<file path="src/rtl/bf16_pkg.sv">
// Shared bfloat16 definitions for the lane packer and the MAC tree it feeds.
package bf16_pkg;

   localparam int          BF16_W    = 16;
   localparam int          MAC_LANES = 16;
   localparam logic [15:0] BF16_ZERO = 16'h0000;

   // One full vector of tree inputs; lane 0 is the least significant slice.
   typedef logic [MAC_LANES-1:0][BF16_W-1:0] lane_vec_t;

   // Occupancy of one ping-pong bank.
   typedef enum logic [1:0] {
      BANK_EMPTY   = 2'd0,
      BANK_FILLING = 2'd1,
      BANK_FULL    = 2'd2
   } bank_state_t;

endpackage

</file>
<file path="src/rtl/bf16_lane_bank.sv">
// One packing bank: lane registers, fill index, frame metadata and occupancy.
// A released bank is cleared to +0.0 in every lane, so a short frame is
// already padded when it closes.
module bf16_lane_bank
   import bf16_pkg::*;
#(
   parameter int LANES = MAC_LANES,
   parameter int W     = BF16_W
) (
   input  logic                    clk,
   input  logic                    rst,
   input  logic                    wr_en_i,
   input  logic [W-1:0]            data_i,
   input  logic                    last_i,
   input  logic                    rel_i,
   output logic                    close_o,
   output logic [LANES-1:0][W-1:0] lanes_o,
   output logic [4:0]              count_o,
   output logic                    split_o,
   output bank_state_t             state_o
);

   localparam int             IW       = $clog2(LANES);
   localparam logic [IW-1:0]  LAST_IDX = IW'(LANES - 1);
   localparam logic [W-1:0]   ZERO_W   = W'(BF16_ZERO);

   logic [LANES-1:0][W-1:0] lanes_q;
   logic [IW-1:0]           idx_q;
   logic [4:0]              count_q;
   logic [4:0]              count_d;
   logic                    split_q;
   bank_state_t             state_q;

   // The word being written closes the frame on s_last or when it fills the top lane.
   assign close_o = wr_en_i && (last_i || (idx_q == LAST_IDX));
   assign count_d = 5'(idx_q) + 5'd1;

   assign lanes_o = lanes_q;
   assign count_o = count_q;
   assign split_o = split_q;
   assign state_o = state_q;

   // Bank state machine: zero on reset/release, otherwise fill one lane per accepted word.
   always_ff @(posedge clk or posedge rst) begin
      if (rst) begin
         lanes_q <= {LANES{ZERO_W}};
         idx_q   <= '0;
         count_q <= '0;
         split_q <= 1'b0;
         state_q <= BANK_EMPTY;
      end else if (rel_i) begin
         lanes_q <= {LANES{ZERO_W}};
         idx_q   <= '0;
         count_q <= '0;
         split_q <= 1'b0;
         state_q <= BANK_EMPTY;
      end else if (wr_en_i) begin
         lanes_q[idx_q] <= data_i;
         if (close_o) begin
            idx_q   <= '0;
            count_q <= count_d;
            split_q <= !last_i;
            state_q <= BANK_FULL;
         end else begin
            idx_q   <= idx_q + 1'b1;
            state_q <= BANK_FILLING;
         end
      end
   end

endmodule

</file>
<file path="src/rtl/bf16_lane_packer.sv">
// Serial-to-parallel packer: one bfloat16 word per cycle in, one 16-lane
// vector out, with two ping-pong banks so one frame fills while the other
// waits for the tree.
//
// Handshakes: a word moves when s_valid && s_ready at a rising edge; a vector
// moves when m_valid && m_ready at a rising edge. s_ready and m_valid depend
// only on registered bank state, never on m_ready or s_valid, and m_valid
// stays high with its payload frozen until it is taken.
module bf16_lane_packer
   import bf16_pkg::*;
#(
   parameter int LANES = MAC_LANES,
   parameter int W     = BF16_W
) (
   input  logic                 clk,
   input  logic                 rst,
   input  logic                 s_valid,
   output logic                 s_ready,
   input  logic [W-1:0]         s_data,
   input  logic                 s_last,
   output logic                 m_valid,
   input  logic                 m_ready,
   output logic [LANES*W-1:0]   m_data,
   output logic [4:0]           m_count,
   output logic                 m_split
);

   logic                    wr_sel_q, wr_sel_d;
   logic                    rd_sel_q, rd_sel_d;
   logic                    s_fire, m_fire;
   logic                    full_a, full_b;
   logic                    close_a, close_b;
   logic [LANES-1:0][W-1:0] lanes_a, lanes_b;
   logic [4:0]              count_a, count_b;
   logic                    split_a, split_b;
   bank_state_t             state_a, state_b;

   assign full_a  = (state_a == BANK_FULL);
   assign full_b  = (state_b == BANK_FULL);

   assign s_ready = wr_sel_q ? !full_b : !full_a;
   assign m_valid = rd_sel_q ?  full_b :  full_a;
   assign s_fire  = s_valid && s_ready;
   assign m_fire  = m_valid && m_ready;

   bf16_lane_bank #(.LANES(LANES), .W(W)) u_bank_a (
      .clk     (clk),
      .rst     (rst),
      .wr_en_i (s_fire && !wr_sel_q),
      .data_i  (s_data),
      .last_i  (s_last),
      .rel_i   (m_fire && !rd_sel_q),
      .close_o (close_a),
      .lanes_o (lanes_a),
      .count_o (count_a),
      .split_o (split_a),
      .state_o (state_a)
   );

   bf16_lane_bank #(.LANES(LANES), .W(W)) u_bank_b (
      .clk     (clk),
      .rst     (rst),
      .wr_en_i (s_fire && wr_sel_q),
      .data_i  (s_data),
      .last_i  (s_last),
      .rel_i   (m_fire && rd_sel_q),
      .close_o (close_b),
      .lanes_o (lanes_b),
      .count_o (count_b),
      .split_o (split_b),
      .state_o (state_b)
   );

   // Fill side moves to the other bank on every close; read side on every transfer.
   always_comb begin
      wr_sel_d = wr_sel_q ^ (close_a | close_b);
      rd_sel_d = rd_sel_q ^ m_fire;
   end

   // Bank selectors.
   always_ff @(posedge clk or posedge rst) begin
      if (rst) begin
         wr_sel_q <= 1'b0;
         rd_sel_q <= 1'b0;
      end else begin
         wr_sel_q <= wr_sel_d;
         rd_sel_q <= rd_sel_d;
      end
   end

   // Present the bank selected for reading.
   always_comb begin
      m_data  = rd_sel_q ? lanes_b : lanes_a;
      m_count = rd_sel_q ? count_b : count_a;
      m_split = rd_sel_q ? split_b : split_a;
   end

endmodule
</file>
<file path="config.mk">
export PLATFORM = sky130hd
export DESIGN_NAME = bf16_lane_packer
export DESIGN_NICKNAME = d
export VERILOG_FILES = /design/src/rtl/bf16_pkg.sv /design/src/rtl/bf16_lane_bank.sv /design/src/rtl/bf16_lane_packer.sv
export SDC_FILE = /design/constraint.sdc
export NUM_CORES = 1
export LEC_CHECK = 0
export BUFFER_PORTS_ARGS = -buffer_cell sky130_fd_sc_hd__buf_4
export CORE_MARGIN = 2
export CORE_UTILIZATION = 53
export CTS_CLUSTER_DIAMETER = 50
export DETAILED_ROUTE_END_ITERATION = 16
export GPL_TIMING_DRIVEN = 0
export PLACE_DENSITY = 0.73
export SLEW_MARGIN = 10
export SYNTH_ARGS = -nofsm -noshare
export SYNTH_HDL_FRONTEND = slang
export SYNTH_SLANG_ARGS = --single-unit
</file>
<file path="constraint.sdc">
create_clock -name clk -period 22.9 [get_ports clk]
set_clock_uncertainty 0.2 [all_clocks]
set_input_delay 5.725 -clock clk [delete_from_list [all_inputs] [get_ports clk]]
set_output_delay 5.725 -clock clk [all_outputs]
set_load 0.02 [all_outputs]
</file>
### After elaboration in Yosys (flattened, before gate mapping)

Index checks and enable logic that the tools add are counted.

* add/sub/neg operators: 4
* reduce and logical (&&, ||, !) cells: 23
* equal/unequal tests: 4
* multiplexer cells: 39
* bitwise logic cells: 3
* magnitude comparators: 4

Operators by type and width (count)
* $mux 256: 5
* $bwmux 256: 2
* $demux 16 s4: 2
* $mux 5: 7
* $mux 16: 2
* $mux 4: 6
* $mux 2: 6
* $add 4x1->5 const B: 2
* $logic_and 1x1->1: 10
* $lt 4x5->1 const B: 2
* $mux 1: 9
* $add 4x1->4 const B: 2
* $eq 4x4->1 const B: 2
* $ge 4x1->1 const B: 2
* $reduce_bool 2->1: 4
* $logic_not 1->1: 5
* $eq 2x2->1 const B: 2
* $reduce_and 2->1: 2
* $logic_or 1x1->1: 2
* $xor 1x1->1: 2
* $or 1x1->1: 1

* flip-flop bits (word level): 538
* word-level logic and storage cells: 119
* output and inout bits: 264
* bits of input ports: 21

### Longest topological paths before layout

* word-level depth: 9
* gate-level depth with buffers: 12
* gate-level depth less buffers: 6

### Hierarchy

From an unflattened synthesis, not the netlist that was laid out.

* cells, all modules: 2799
* area, all modules: 27308.7 um^2

By module, submodules not included
* bf16_lane_bank: cells an instance 1245, instances 2, area each 11908.9 um^2, sequential area each 6706.4 um^2
* bf16_lane_packer: cells an instance 309, instances 1, area each 3490.8 um^2, sequential area each 50.0 um^2

### Worst setup path before layout

No wires, ideal clock.

* path type: input to register
* start point: in m_ready
* end point: reg u_bank_a.lanes_q (netlist bit u_bank_a.lanes_o[129])
* library setup time: 0.137 ns
* stages: 8
* buffers on the path: 4
* path slack: 15.541 ns
* required time: 22.563 ns
* arrival: 7.022 ns
* path through: and2_1 > ha_1 > clkbuf_1 > clkbuf_1 > nand2b_1 > buf_1 > clkbuf_1 > mux2i_1

* cells in the longest elaborated chain, start to end: 3
* elaborated cells on any way between the ends: 4
* those cells by class: mux: 1; reduce/logical: 3

RTL lines
* from (decl): line bf16_lane_packer.sv:22 `input logic m_ready,`
* $logic_and 1x1->1 *: line bf16_lane_packer.sv:44 `assign m_fire = m_valid && m_ready;`
* $logic_and 1x1->1 *: line bf16_lane_packer.sv:52 `.rel_i (m_fire && !rd_sel_q),`
* $mux 256 / $reduce_bool 2->1 (equally long branches)
* to (signal assigned): line bf16_lane_bank.sv:46 `lanes_q <= {LANES{ZERO_W}};`
* to (signal assigned): line bf16_lane_bank.sv:52 `lanes_q <= {LANES{ZERO_W}};`
* to (signal, indexed assignment): line bf16_lane_bank.sv:58 `lanes_q[idx_q] <= data_i;`
* to (decl): line bf16_lane_bank.sv:27 `logic [LANES-1:0][W-1:0] lanes_q;`

Mark *: on every way between the ends. The rest lies on a longest branch, timed or not.
A chain may end at the register's enable or synchronous reset.

### Worst setup path in the final report

* start point: reg rd_sel_q
* end point: out m_data[126]

* cells in the longest elaborated chain, start to end: 1

RTL lines
* from (decl): line bf16_lane_packer.sv:29 `logic rd_sel_q, rd_sel_d;`
* from (signal assigned): line bf16_lane_packer.sv:87 `rd_sel_q <= rd_sel_d;`
* $mux 256: line bf16_lane_packer.sv:93 `m_data = rd_sel_q ? lanes_b : lanes_a;`
* to (decl): line bf16_lane_packer.sv:23 `output logic [LANES*W-1:0] m_data,`

Every way passes these cells.

==> summary.md <==
| Metric | Value |
|---|---|
| Syn Inst Count | `around 2200` |
| Starting DRT DRC Count | `1649` |
| CP startpoint kind | `flop` |
| Gr usage total | `0.3254` |
| Avg Inst Size Synth | `12.35 um^2` |
| Die area | `53770 um^2` |
| P per Cell Area | `102.8 nW/um^2` |
| Critical Path RT | `about 17000 ps` |
| Core area | `51300 um^2` |
| Logic pwr share | `0.357` |
| Antenna violations before repair | `0` |
| Placer Congestion | `approximately 0.85` |
| Status | `finished clean` |
| Int Pwr | `around 2.1 mW` |
| GRT overflow | `0` |
| Register bit total from synthesis | `between 500 and 600` |
| Tightest Pin Transition | `approximately 1300 ps` |
| Max Freq | `between 0.1 and 0.15 GHz` |
| Port bufs | `284` |
| CP max-delay cell | `clkbuf_1` |
| Crit path DAT | `2780 ps` |
| Delay-heaviest family, CP | `buffers and inverters` |
| Share of layout cells above drive strength 1 | `0.2942` |
| Initial Util | `0.5365` |
| Critical path buffers and inverters | `3` |
| CP max stage delay | `720 ps` |
| Dpl hpwl | `approximately 60000 um` |
| Clock latency on the worst-skew pair | `around 600 ps` |
| Setup Fix Bufs, Post-CTS | `0` |
| Final WL | `86950 um` |
| H-Tree Depth | `3` |
| Die height | `231.9 um` |
| DIE WIDTH | `about 230 um` |
| Max Cap Viol | `0` |
| Dominant synthesized flop cell | `dfrtp_1` |
| Largest net degree at the start of global routing | `100` |
| Final instance area | `around 33000 um^2` |
| I/O pin count | `roughly 290` |
| Final min period | `between 8000 and 9000 ps` |
| First-pass GRT wire length | `roughly 130000 um` |
| Switch share | `0.3657` |
| Syn Nets | `between 2000 and 2500` |
| Power share of the clock group | `0.307` |
| Final Hold Vio Count | `0` |
| Antenna Nets Post-Route | `0` |
| Post-CTS Hold Fix Bufs | `0` |
| Deepest clock path buffer count | `3` |
| CTS tree | `built` |
| Cell Area, Placed | `approximately 31000 um^2` |
| DRC viols | `0` |
| Number of enable flip-flop cells after synthesis | `0` |
| Maximum vdd drop | `0.06460 mV` |
| Ys Warns | `0` |
| Flop pwr share | `0.336` |
| RSZ-0062 raised after global routing | `false` |
| Post_cts resized | `0` |
| Pre-antenna DRT Iters | `5` |
| Post-synthesis sequential area ratio | `0.4892` |
| CTS Root Buffer Type | `clkbuf_16` |
| Reg2reg setup slack | `between 15000 and 20000 ps` |
| Post-synth ARST share | `1.000` |
| Synth Cell Area | `between 20000 and 30000 um^2` |
| Critical setup path kind | `reg -> out` |
| Layout area overhead | `19.13%` |
| Via count | `roughly 19000` |
| Final Util | `0.6391` |
| Clk pin slew, worst setup/hold paths | `50 ps` |
| Slew Viols, Final | `0` |
| Row cnt | `83` |
| WL/cell | `between 20 and 30 um` |
| Crit path max fanout | `10` |
| Worst Setup End Kind | `primary output` |
| Netlist cell types | `between 40 and 50` |
| Avg Vias per Cell | `around 5.7` |
| CTS buffer count | `67` |
| Vias in the first global route | `19730` |
| Sw power | `approximately 1.2 mW` |
| Clk sink count | `538` |
| # setup viols final | `0` |
| Slew headroom | `0.1112` |
| CP Cell Sequence | `clkbuf_1, buf_2, mux2_2, buf_4` |
| FILL cells | `around 4000` |
| Min-Delay Path Class | `reg -> reg` |
| Fin nets | `between 2000 and 3000` |
| Leakage | `18.26 nW` |
| Crit share post-route | `0.3801` |
-- per-stage QoR --
step | setup WS, ps | instances | power [mW] | TNS, ps | hold slack [ps]
floorplan | 1938 | 2229 | 1.882 | 0 | 294.8
global placement | -3649 | 3193 | 2.307 | -1938850 | 321.4
detailed placement | 13840 | 3198 | 2.331 | 0 | 324.5
CTS | 14220 | 3314 | 3.367 | 0 | 332.4
global route | 14170 | 3314 | 3.487 | 0 | 348.1
finish | 14200 | 3316 | 3.371 | 0 | 333.3
-- logic make-up (layout without fill, tap and decap cells) --
| family | after synthesis | count (layout) | share of synthesized area |
|---|---|---|---|
| compound gates | 38 | 38 | 0.009092 |
| xor+xnor | 4 | 4 | 0.001273 |
| fa+ha+maj | 10 | 10 | 0.004546 |
| buf+inv | 232 | 637 | 0.04451 |
| flops | 538 | 538 | 0.4892 |
| mux | 777 | 777 | 0.2944 |
| other cells | 0 | 2 | 0 |
| simple gates | 630 | 630 | 0.1570 |
-- final timing paths --
kind                                          start                     to  cells past startpoint
max in group asynchronous                       rst   u_bank_a.lanes_o[56]                      5
worst min register to register  u_bank_b.count_o[2]    u_bank_b.count_o[2]                      2
worst max register to register             rd_sel_q  u_bank_a.lanes_o[246]                     10
worst min-delay path            u_bank_b.count_o[2]    u_bank_b.count_o[2]                      2
min in group asynchronous                       rst    u_bank_a.count_o[3]                      2
worst max-delay path                       rd_sel_q            m_data[126]                      4
-- registers in the layout, summed over array words and instances (netlist names) --
signal	count
u_bank_a.count_o	5
wr_sel_q	1
u_bank_a.idx_q	4
u_bank_a.split_o	1
u_bank_b.split_o	1
rd_sel_q	1
u_bank_b.count_o	5
u_bank_b.idx_q	4
u_bank_b.lanes_o	256
u_bank_b.state_o	2
u_bank_a.lanes_o	256
u_bank_a.state_o	2
-- final cells by class --
cell class,count,area [um^2],share of cell area
Antenna cell,2,5.005,0.0001526
Tap cell,680,850.8,0.02595
Clock inverter,24,229.0,0.006983
Clock buffer,92,1903,0.05804
Inverter,13,56.30,0.001717
Multi-Input combinational cell,1459,12830,0.3915
Timing Repair Buffer,289,2270,0.06922
Sequential cell,538,13460,0.4106
Buffer,219,1176,0.03587
-- Yosys cell counts (2+ instances only) --
master | instances | area, um^2
dfrtp_1 | 538 | 13460
mux2_2 | 261 | 2939
nor2b_1 | 7 | 43.79
and2_1 | 4 | 25.02
nand3_1 | 4 | 20.02
nand2b_1 | 553 | 3460
buf_2 | 44 | 220.2
inv_1 | 13 | 48.80
mux2i_1 | 516 | 5165
nand4_4 | 26 | 553.0
or2_2 | 2 | 12.51
nand2_1 | 4 | 15.01
ha_1 | 10 | 125.1
o31ai_1 | 5 | 37.54
nand4_2 | 2 | 25.02
and4_1 | 3 | 26.28
a21oi_1 | 11 | 55.05
o22ai_1 | 2 | 12.51
nor3_1 | 2 | 10.01
a31oi_1 | 4 | 25.02
nand4_1 | 8 | 50.05
nor2_1 | 9 | 33.78
buf_4 | 12 | 90.09
buf_6 | 30 | 337.8
xnor2_1 | 3 | 26.28
clkbuf_1 | 124 | 465.5
o32ai_1 | 2 | 17.52
buf_1 | 6 | 22.52
a211oi_1 | 6 | 45.04
o21ai_0 | 3 | 15.01
a221oi_1 | 2 | 17.52
-- cell usage in the layout (no fill, tap or decap), drive strengths merged, types with 2 or more instances in the layout --
cell	synthesis	routed
or2	2	2
o31ai	5	5
o22ai	2	2
o21ai	3	3
nand2b	553	553
nor2b	7	7
o32ai	2	2
nand4	36	36
a31oi	4	4
a211oi	6	6
inv	13	17
ha	10	10
clkinv	0	12
nand2	4	4
a21oi	11	11
and2	4	4
clkinvlp	0	5
clkbuf	125	217
and4	3	3
a221oi	2	2
buf	94	383
nor2	11	11
dfrtp	538	538
xnor2	3	3
mux2	261	261
nor3	2	2
nand3	4	4
bufinv	0	3
mux2i	516	516
diode	0	2
-- tightest hold or removal path, stage by stage (launching register included) --
cell	delay (ps)
dfrtp_1	370
inv_1	60
a211oi_1	60
-- power groups by stage --
stage                     logic [mW]  clock network, mW  registers, mW
after global routing            1.26               1.09           1.14
final                           1.20               1.03           1.13
after detailed placement        1.19                  0           1.14
after CTS                       1.19               1.04           1.13
after global placement          1.17                  0           1.14
after floorplan                0.757                  0           1.12
-- per-layer routing --
layer  vias to the layer above  track usage  share of wire
met5                         -            0              0
met4                         0       0.1220          0.032
met1                      9904       0.4410           0.43
li1                       8269            -              -
met3                       146      0.06029          0.061
met2                       635       0.5217           0.48
(Power assumes the default switching activity.)
